<file path="config.mk">
export PLATFORM = sky130hd
export DESIGN_NAME = wb_grf_flat
export DESIGN_NICKNAME = d
export VERILOG_FILES = /design/src/rtl/wb_grf_if.sv /design/src/rtl/wb_grf.sv /design/src/flat_wrapper.sv
export SDC_FILE = /design/constraint.sdc
export NUM_CORES = 2
export LEC_CHECK = 0
export ABC_CLOCK_PERIOD_IN_PS = 86800
export BUFFER_PORTS_ARGS = -buffer_cell sky130_fd_sc_hd__buf_2
export CAP_MARGIN = 15
export CORE_MARGIN = 2
export CORE_UTILIZATION = 69
export CTS_BUF_LIST = sky130_fd_sc_hd__clkbuf_4
export DETAILED_ROUTE_END_ITERATION = 6
export PLACE_DENSITY = 0.93
export SLEW_MARGIN = 20
export SYNTH_ARGS = -nofsm -noshare
export SYNTH_HDL_FRONTEND = slang
export SYNTH_SLANG_ARGS = --single-unit
</file>
<file path="constraint.sdc">
create_clock -name clk -period 86.8 [get_ports clk]
set_input_delay 8.68 -clock clk [delete_from_list [all_inputs] [get_ports clk]]
set_output_delay 8.68 -clock clk [all_outputs]
set_load 0.02 [all_outputs]
</file>
<file path="src/rtl/wb_grf_if.sv">
// rtl/wb_grf_if.sv - W-stage inputs, register read ports and write-back triple
//
// Bundles the signals between the W-stage pipeline, the D-stage read ports
// and the forwarding network.
//   instr_W, PC_W, PC8_W, D_W, C_W : W-stage instruction, PC, PC+8, load word, ALU result
//   rs_addr, rt_addr               : D-stage read port addresses
//   rs_data, rt_data               : D-stage read port data
//   we_out, waddr_out, wdata_out   : write-back triple exported for forwarding
// master drives the pipeline side, slave is the register file.
interface wb_grf_if;
  logic [31:0] instr_W;
  logic [31:0] PC_W;
  logic [31:0] PC8_W;
  logic [31:0] D_W;
  logic [31:0] C_W;
  logic [4:0]  rs_addr;
  logic [4:0]  rt_addr;
  logic [31:0] rs_data;
  logic [31:0] rt_data;
  logic        we_out;
  logic [4:0]  waddr_out;
  logic [31:0] wdata_out;

  modport master (
    output instr_W, PC_W, PC8_W, D_W, C_W, rs_addr, rt_addr,
    input  rs_data, rt_data, we_out, waddr_out, wdata_out
  );

  modport slave (
    input  instr_W, PC_W, PC8_W, D_W, C_W, rs_addr, rt_addr,
    output rs_data, rt_data, we_out, waddr_out, wdata_out
  );
endinterface

</file>
<file path="src/rtl/wb_grf.sv">
// rtl/wb_grf.sv - MIPS write-back stage and 32x32 general register file
//
// Decodes the W-stage instruction into a destination register and write data
// (ALU result, link address or extended load data), writes it into $1..$31 on
// the rising clock edge and serves two combinational read ports.
//   clk   : system clock, writes on rising edge
//   reset : asynchronous active-high, clears every register
//   bus   : wb_grf_if.slave (W-stage inputs, read ports, write-back triple)
// BYPASS_EN=1 lets a read port see the write data of the same cycle.
module wb_grf #(
  parameter bit BYPASS_EN = 1'b1
) (
  input logic     clk,
  input logic     reset,
  wb_grf_if.slave bus
);

  logic [5:0]  op;
  logic [5:0]  funct;
  logic [4:0]  rt;
  logic [4:0]  rd;

  assign op    = bus.instr_W[31:26];
  assign funct = bus.instr_W[5:0];
  assign rt    = bus.instr_W[20:16];
  assign rd    = bus.instr_W[15:11];

  // PC_W is kept for trace only; rs and shamt fields play no part here.
  logic unused_trace;
  assign unused_trace = ^{bus.PC_W, bus.instr_W[25:21], bus.instr_W[10:6]};

  // Load lane selection from the low address bits.
  logic [7:0]  ld_byte;
  logic [15:0] ld_half;

  always_comb begin
    ld_byte = bus.D_W[7:0];
    case (bus.C_W[1:0])
      2'd0:    ld_byte = bus.D_W[7:0];
      2'd1:    ld_byte = bus.D_W[15:8];
      2'd2:    ld_byte = bus.D_W[23:16];
      default: ld_byte = bus.D_W[31:24];
    endcase
    ld_half = bus.C_W[1] ? bus.D_W[31:16] : bus.D_W[15:0];
  end

  logic        dec_wr;
  logic [4:0]  dec_dest;
  logic [31:0] dec_data;

  always_comb begin
    dec_wr   = 1'b0;
    dec_dest = 5'd0;
    dec_data = 32'd0;
    case (op)
      6'h00: begin
        case (funct)
          6'h21, 6'h23, 6'h24, 6'h25, 6'h2a, 6'h2b, 6'h00, 6'h02, 6'h03: begin
            dec_wr   = 1'b1;
            dec_dest = rd;
            dec_data = bus.C_W;
          end
          6'h09: begin
            dec_wr   = 1'b1;
            dec_dest = rd;
            dec_data = bus.PC8_W;
          end
          default: ;
        endcase
      end
      6'h09, 6'h0c, 6'h0d, 6'h0f, 6'h0a: begin
        dec_wr   = 1'b1;
        dec_dest = rt;
        dec_data = bus.C_W;
      end
      6'h03: begin
        dec_wr   = 1'b1;
        dec_dest = 5'd31;
        dec_data = bus.PC8_W;
      end
      6'h23: begin
        dec_wr   = 1'b1;
        dec_dest = rt;
        dec_data = bus.D_W;
      end
      6'h20, 6'h24: begin
        dec_wr   = 1'b1;
        dec_dest = rt;
        // op[2] distinguishes the unsigned variant (lbu)
        dec_data = {{24{ld_byte[7] & ~op[2]}}, ld_byte};
      end
      6'h21, 6'h25: begin
        dec_wr   = 1'b1;
        dec_dest = rt;
        dec_data = {{16{ld_half[15] & ~op[2]}}, ld_half};
      end
      default: ;
    endcase
  end

  // Writes to $0 are suppressed here so the array never needs a $0 entry.
  assign bus.we_out    = dec_wr && (dec_dest != 5'd0) && !reset;
  assign bus.waddr_out = bus.we_out ? dec_dest : 5'd0;
  assign bus.wdata_out = bus.we_out ? dec_data : 32'd0;

  logic [31:0] regs [1:31];

  always_ff @(posedge clk or posedge reset) begin
    if (reset) begin
      for (int i = 1; i < 32; i++) begin
        regs[i] <= 32'd0;
      end
    end else if (bus.we_out) begin
      regs[bus.waddr_out] <= bus.wdata_out;
    end
  end

  always_comb begin
    bus.rs_data = 32'd0;
    if (bus.rs_addr != 5'd0) begin
      if (BYPASS_EN && bus.we_out && (bus.waddr_out == bus.rs_addr)) begin
        bus.rs_data = bus.wdata_out;
      end else begin
        bus.rs_data = regs[bus.rs_addr];
      end
    end
  end

  always_comb begin
    bus.rt_data = 32'd0;
    if (bus.rt_addr != 5'd0) begin
      if (BYPASS_EN && bus.we_out && (bus.waddr_out == bus.rt_addr)) begin
        bus.rt_data = bus.wdata_out;
      end else begin
        bus.rt_data = regs[bus.rt_addr];
      end
    end
  end

endmodule

</file>
<file path="src/flat_wrapper.sv">
// flat-port wrapper written by rule: the top's interface ports become plain ports
module wb_grf_flat 
#(
  parameter bit BYPASS_EN = 1'b1
)
  (clk, reset, bus_instr_W, bus_PC_W, bus_PC8_W, bus_D_W, bus_C_W, bus_rs_addr, bus_rt_addr, bus_rs_data, bus_rt_data, bus_we_out, bus_waddr_out, bus_wdata_out);
  wb_grf_if bus_i ();
  input logic clk;
  input logic reset;
  input wire logic [$bits(bus_i.instr_W)-1:0] bus_instr_W;
  input wire logic [$bits(bus_i.PC_W)-1:0] bus_PC_W;
  input wire logic [$bits(bus_i.PC8_W)-1:0] bus_PC8_W;
  input wire logic [$bits(bus_i.D_W)-1:0] bus_D_W;
  input wire logic [$bits(bus_i.C_W)-1:0] bus_C_W;
  input wire logic [$bits(bus_i.rs_addr)-1:0] bus_rs_addr;
  input wire logic [$bits(bus_i.rt_addr)-1:0] bus_rt_addr;
  output wire logic [$bits(bus_i.rs_data)-1:0] bus_rs_data;
  output wire logic [$bits(bus_i.rt_data)-1:0] bus_rt_data;
  output wire logic [$bits(bus_i.we_out)-1:0] bus_we_out;
  output wire logic [$bits(bus_i.waddr_out)-1:0] bus_waddr_out;
  output wire logic [$bits(bus_i.wdata_out)-1:0] bus_wdata_out;
  assign bus_i.instr_W = bus_instr_W;
  assign bus_i.PC_W = bus_PC_W;
  assign bus_i.PC8_W = bus_PC8_W;
  assign bus_i.D_W = bus_D_W;
  assign bus_i.C_W = bus_C_W;
  assign bus_i.rs_addr = bus_rs_addr;
  assign bus_i.rt_addr = bus_rt_addr;
  assign bus_rs_data = bus_i.rs_data;
  assign bus_rt_data = bus_i.rt_data;
  assign bus_we_out = bus_i.we_out;
  assign bus_waddr_out = bus_i.waddr_out;
  assign bus_wdata_out = bus_i.wdata_out;
  wb_grf #(.BYPASS_EN(BYPASS_EN)) u_core (.clk(clk), .reset(reset), .bus(bus_i));
endmodule
</file>
Yosys cells after proc, flatten, opt, wreduce, memory -nomap -nowiden:

Index checks and enable logic that the tools add are counted.

* register bits: 992
* RAM bits: 0
* memory bits (read-only): 0
* logic and storage cells: 107
* output and inout bits: 102
* bits of input ports: 172
* latch bits: 0
* memories kept: 0

* shifts and indexed selects: 0
* magnitude comparators: 4
* div/mod/pow operators: 0
* mux-type cells: 23
* $mul: 0
* add/subtract/negate cells: 0
* equality and inequality tests: 24
* bitwise operators: 6
* reduce and logical (&&, ||, !) cells: 19

Operator list (number)
* bitwise mux 992 bit: 1
* binary-select mux 32 bit (select 5 bit): 2
* two-way mux 32 bit: 10
* case mux 32 bit (6 select lines): 1
* demux 32 bit (select 5 bit): 1
* == test 6 bit (second input constant): 11
* case mux 32 bit (2 select lines): 1
* == test 6 x 4 -> 1 bit (second input constant): 6
* case mux 8 bit (3 select lines): 1
* OR reduction 10 bit: 2
* == test 6 x 2 -> 1 bit (second input constant): 3
* greater-or-equal comparator 6 bit (second input constant): 3
* NOT 5 -> 6 bit: 3
* two-way mux 16 bit: 1
* case mux 5 bit (3 select lines): 1
* nonzero test 5 bit: 3
* zero test 6 bit: 2
* OR reduction 11 bit: 1
* == test 5 bit: 2
* two-way mux 5 bit: 2
* OR reduction 9 bit: 1
* less-than comparator 6 x 1 -> 1 bit (second input constant): 1
* logical AND 1 bit: 5
* OR reduction 5 bit: 1
* 9 further kinds: 11

Longest topological paths before layout:

* depth in word-level cells: 14
* depth in mapped cells: 13
* depth with buffers taken out: 9

Least setup slack after synthesis:

Ideal clock, no wire load.

* kind: in2out
* from: input reset
* to: output bus_rs_data[1]
* arrival time: 34.304 ns
* path buffers: 3
* setup slack: 43.816 ns
* required time: 78.120 ns
* stages on the path: 8
* cell sequence: inv_1 a22oi_2 a41o_1 buf_2 or4_1 clkbuf_1 buf_2 mux2_1

* longest elaborated chain between the ends: 7
* elaborated cells between the ends (all ways): 8
* classes of those cells: eq/ne: 1; mux: 4; reduce/logical: 3

Ends and longest elaborated chain
* start, declared: RTL line flat_wrapper.sv:9 `input logic reset;`
* zero test 1 bit *: RTL line wb_grf.sv:102 `assign bus.we_out = dec_wr && (dec_dest != 5'd0) && !reset;`
* logical AND 1 bit *: RTL line wb_grf.sv:102
* two-way mux 5 bit: RTL line wb_grf.sv:103 `assign bus.waddr_out = bus.we_out ? dec_dest : 5'd0;`
* == test 5 bit: RTL line wb_grf.sv:121 `if (BYPASS_EN && bus.we_out && (bus.waddr_out == bus.rs_addr)) begin`
* logical AND 1 bit: RTL line wb_grf.sv:121
* two-way mux 32 bit *: RTL line wb_grf.sv:121
* two-way mux 32 bit *: RTL line wb_grf.sv:120 `if (bus.rs_addr != 5'd0) begin`
* end, declared: RTL line flat_wrapper.sv:17 `output wire logic [$bits(bus_i.rs_data)-1:0] bus_rs_data;`

Every way passes the cells marked *; elsewhere a longest branch is shown, timed or not.

Worst setup path in the final report:

* from: input bus_rt_addr[1]
* to: output bus_rt_data[20]

* longest elaborated chain between the ends: 6
* elaborated cells between the ends (all ways): 9
* classes of those cells: eq/ne: 1; mux: 5; bitwise: 1; reduce/logical: 2

Ends and longest elaborated chain
* start, declared: RTL line flat_wrapper.sv:16 `input wire logic [$bits(bus_i.rt_addr)-1:0] bus_rt_addr;`
* NOT 5 -> 6 bit (implied by the code): RTL line wb_grf.sv:135 `bus.rt_data = regs[bus.rt_addr];`
* binary-select mux 32 bit (select 5 bit): RTL line wb_grf.sv:135
* two-way mux 32 bit (implied by the code) (2 in a row): RTL line wb_grf.sv:135
* two-way mux 32 bit: RTL line wb_grf.sv:132 `if (BYPASS_EN && bus.we_out && (bus.waddr_out == bus.rt_addr)) begin`
* two-way mux 32 bit *: RTL line wb_grf.sv:131 `if (bus.rt_addr != 5'd0) begin`
* end, declared: RTL line flat_wrapper.sv:18 `output wire logic [$bits(bus_i.rt_data)-1:0] bus_rt_data;`

Every way passes the cells marked *; elsewhere a longest branch is shown, timed or not. The select of a mux whose other input is x is not followed.

==> metrics.csv <==
metric,value,unit
ios,274,
violated_checks,design-rule violations,
reg.largest.list,u_core.regs (992),
combinational_power_share,0.059,
synth_sequential_area_ratio,0.451,
ys_dominant_reg_cell,dfrtp_1,
final_net_count,3850,
initial_antenna_violation_count,9,
gr-usage-met1,0.516,
tightest_slew,1.10,ns
floorplan.die_area,82100,sq um
mean_instance_size_in_the_synthesized_netlist,15.8,sq um
grt_usage,0.412,
netlist.area_leader.share,0.451,
postSynth.asyncResetShare,1.00,
max-cap-violations,0,
synth.distinct_cells,56,
cts.sink_count,992,
synth_edf_count,0,
hp-class,flop to flop,
clock_tree.htree_level_count,4,
fp.dieH,286,microns
fin_setup_tns,0,ns
cp_data_required_time,78.12,ns
vias_per_cell,7.64,
core_area,79000,sq um
skew,0,ns
global_route.peak_usage_layer,met2,
grt_overflow,0,
cts.root.buffer_cell,clkbuf_4,
synth.largest_area_cell,dfrtp_1,
fmax,44.7,MHz
rows,103,
grtUsageMet2,0.610,
worst_ir_drop_vdd,0.0110,mV
crit_type,input port to primary output,
period_minus_slack,22.38,ns
synth_cells,3485,
synth.cell_area,55100,sq um
number_of_global_route_vias_before_repair,39700,
rsz_0062_raised_after_global_routing,no,
cts_buffers,233,
synth_nets,3657,
cts_tree,done,
largest_register,u_core.regs,
finish.cell_count_without_fillers,4908,
gp_congestion,0.949,
drt_first_pass_iters,7,
fin_worst_hold_slack,0.512,ns
finalMaxSlewViolations,0,
port_buffers,231,
dp_hpwl,92.0,mm
relSlewSlack,0.268,
pwr_density_cell,14.8,nW/um^2
seqPwrFrac,0.517,
remaining_drc_errors,1,
clock_tree.buffer_depth,3,
detailedRoute.firstIterationViolations,5025,
clkTransAtPathRegs,0.06,ns
routedWlPerCell,33.7,microns
static-leakage-power,28.2,nW
synth_top_cells_by_area,"dfrtp_1, mux4_2, mux2_2, mux2_1, clkbuf_1",
vias,37500,
ctsResizeCount,0,
critical_path.startpoint_type,input port,
crit_arrival,13.70,ns
postCtsSetupBuffers,0,
worstSkewPairLatency,1.07,ns
timing.critical_path.to_type,primary output,
report.final.setup_viol,0,
max_ffs_per_register,992,
floorplan.initialDensity,0.697,
power_switching_share,0.257,
run_status,finished with violations,
layout.core_utilization,0.763,
total_count_of_hold_check_failures_in_the_final_report,0,
route.antenna.remaining_nets,0,
grt_use_met3,0.165,
final.period_utilization,0.258,
cts_hold_repair.buffers,0,
power.total,0.000894,W
pin_count_of_the_biggest_net_entering_global_routing,192,
placed_cells,4490,
internal_power,0.000664,W
worst-path-max-fanout,93,
grt_pass1_wl,247,mm
ys.warnings.count,0,
ys_ff_latch,992,
drive_above_1_share,0.590,
finalWirelength,165,mm
net-switching-power,0.000230,W
area.growth.synth_to_final,9.48,%
floorplan.die.width,286,microns
power.clock.fraction,0.424,
==> metrics by stage <==
stage / setup slack, ns / instance area (sq um)
global route: 64.58 / 60300
floorplan: 43.82 / 55100
finish: 64.42 / 60300
CTS: 64.80 / 60200
detailed placement: 64.78 / 57300
global placement: 64.83 / 57300
==> power groups by stage <==
stage	clock, W	sequential [W]	combinational (W)
after CTS	0.000381	0.000462	0.0000522
after global placement	0	0.000471	0.0000520
after global routing	0.000405	0.000462	0.0000563
after detailed placement	0	0.000471	0.0000521
after floorplan	0	0.000472	0.0000349
final	0.000379	0.000462	0.0000530
==> worst paths after layout <==
kind	from	end	slack [ns]	cells past startpoint
setup / recovery	bus_rt_addr[1]	bus_rt_data[20]	64.42	10
hold / removal	u_core.regs[650]$_DFFE_PP0P_	u_core.regs[650]$_DFFE_PP0P_	0.51	1
setup reg to reg	u_core.regs[619]$_DFFE_PP0P_	u_core.regs[619]$_DFFE_PP0P_	85.88	1
hold reg to reg	u_core.regs[650]$_DFFE_PP0P_	u_core.regs[650]$_DFFE_PP0P_	0.51	1
max in group asynchronous	reset	u_core.regs[262]$_DFFE_PP0P_	75.67	6
min in group asynchronous	reset	u_core.regs[983]$_DFFE_PP0P_	7.79	2
==> kinds of logic (layout without fill, tap and decap cells) <==
kind of cell | count (synthesis) | after routing | synth area share
flip-flops | 992 | 992 | 0.451
AO/OA/AOI/OAI | 149 | 149 | 0.0225
XOR/XNOR | 9 | 9 | 0.00143
multiplexers | 1771 | 1771 | 0.480
buffers and inverters | 383 | 749 | 0.0293
AND/OR/NAND/NOR | 181 | 181 | 0.0156
other | 0 | 7 | 0
==> routing by layer <==
layer,part of all wire,vias up
met5,0.00015,-
met4,0.066,4
met3,0.14,792
met2,0.45,3146
met1,0.34,19400
li1,-,14200
==> worst max-delay path, stage by stage <==
cell and delay, ns:
buf_8 0.61, buf_4 0.82, buf_4 0.93, nor2b_4 0.84, buf_4 0.51, a22o_1 0.22, mux4_2 0.23, mux2_2 0.23
mux2_2 0.18, buf_2 0.17
==> synthesized netlist by cell type, types with 4 or more instances <==
master and number:
inv_1 4, nor3_1 7, or3_1 4, nand2_1 93, a21oi_1 8, mux2_1 260, a22o_1 64, buf_4 19
a41oi_1 18, nor2b_1 5, o21ai_0 8, a222oi_1 7, mux4_2 577, or4_1 4, buf_2 85, dfrtp_1 992
a31oi_1 15, nor2_1 28, buf_1 57, nand3_1 4, nand2b_1 6, a221oi_1 10, nor2_2 10, xnor2_1 6
mux2_2 931, clkbuf_1 217
==> final cells by class <==
cell class / instances / area [sq um]
clock inverter: 80 / 430
fill: 4106 / 18700
antenna: 7 / 17.5
inverter: 5 / 26.3
timing repair buffer: 336 / 2120
tap: 1050 / 1310
multi-input combinational: 2110 / 29100
clock buffer: 328 / 2460
sequential: 992 / 24800
==> layout by cell type (no fill, tap or decap), drive strengths merged, types with 7 or more instances in the layout <==
cell type	instances
mux4	577
a222oi	7
clkinv	68
o21ai	8
nand2	93
inv	10
a221oi	11
clkbuf	328
mux2	1191
a22o	64
a21oi	8
nor2	38
a31oi	15
buf	336
diode	7
nor3	9
dfrtp	992
a41oi	18
(Power assumes the default switching activity.)
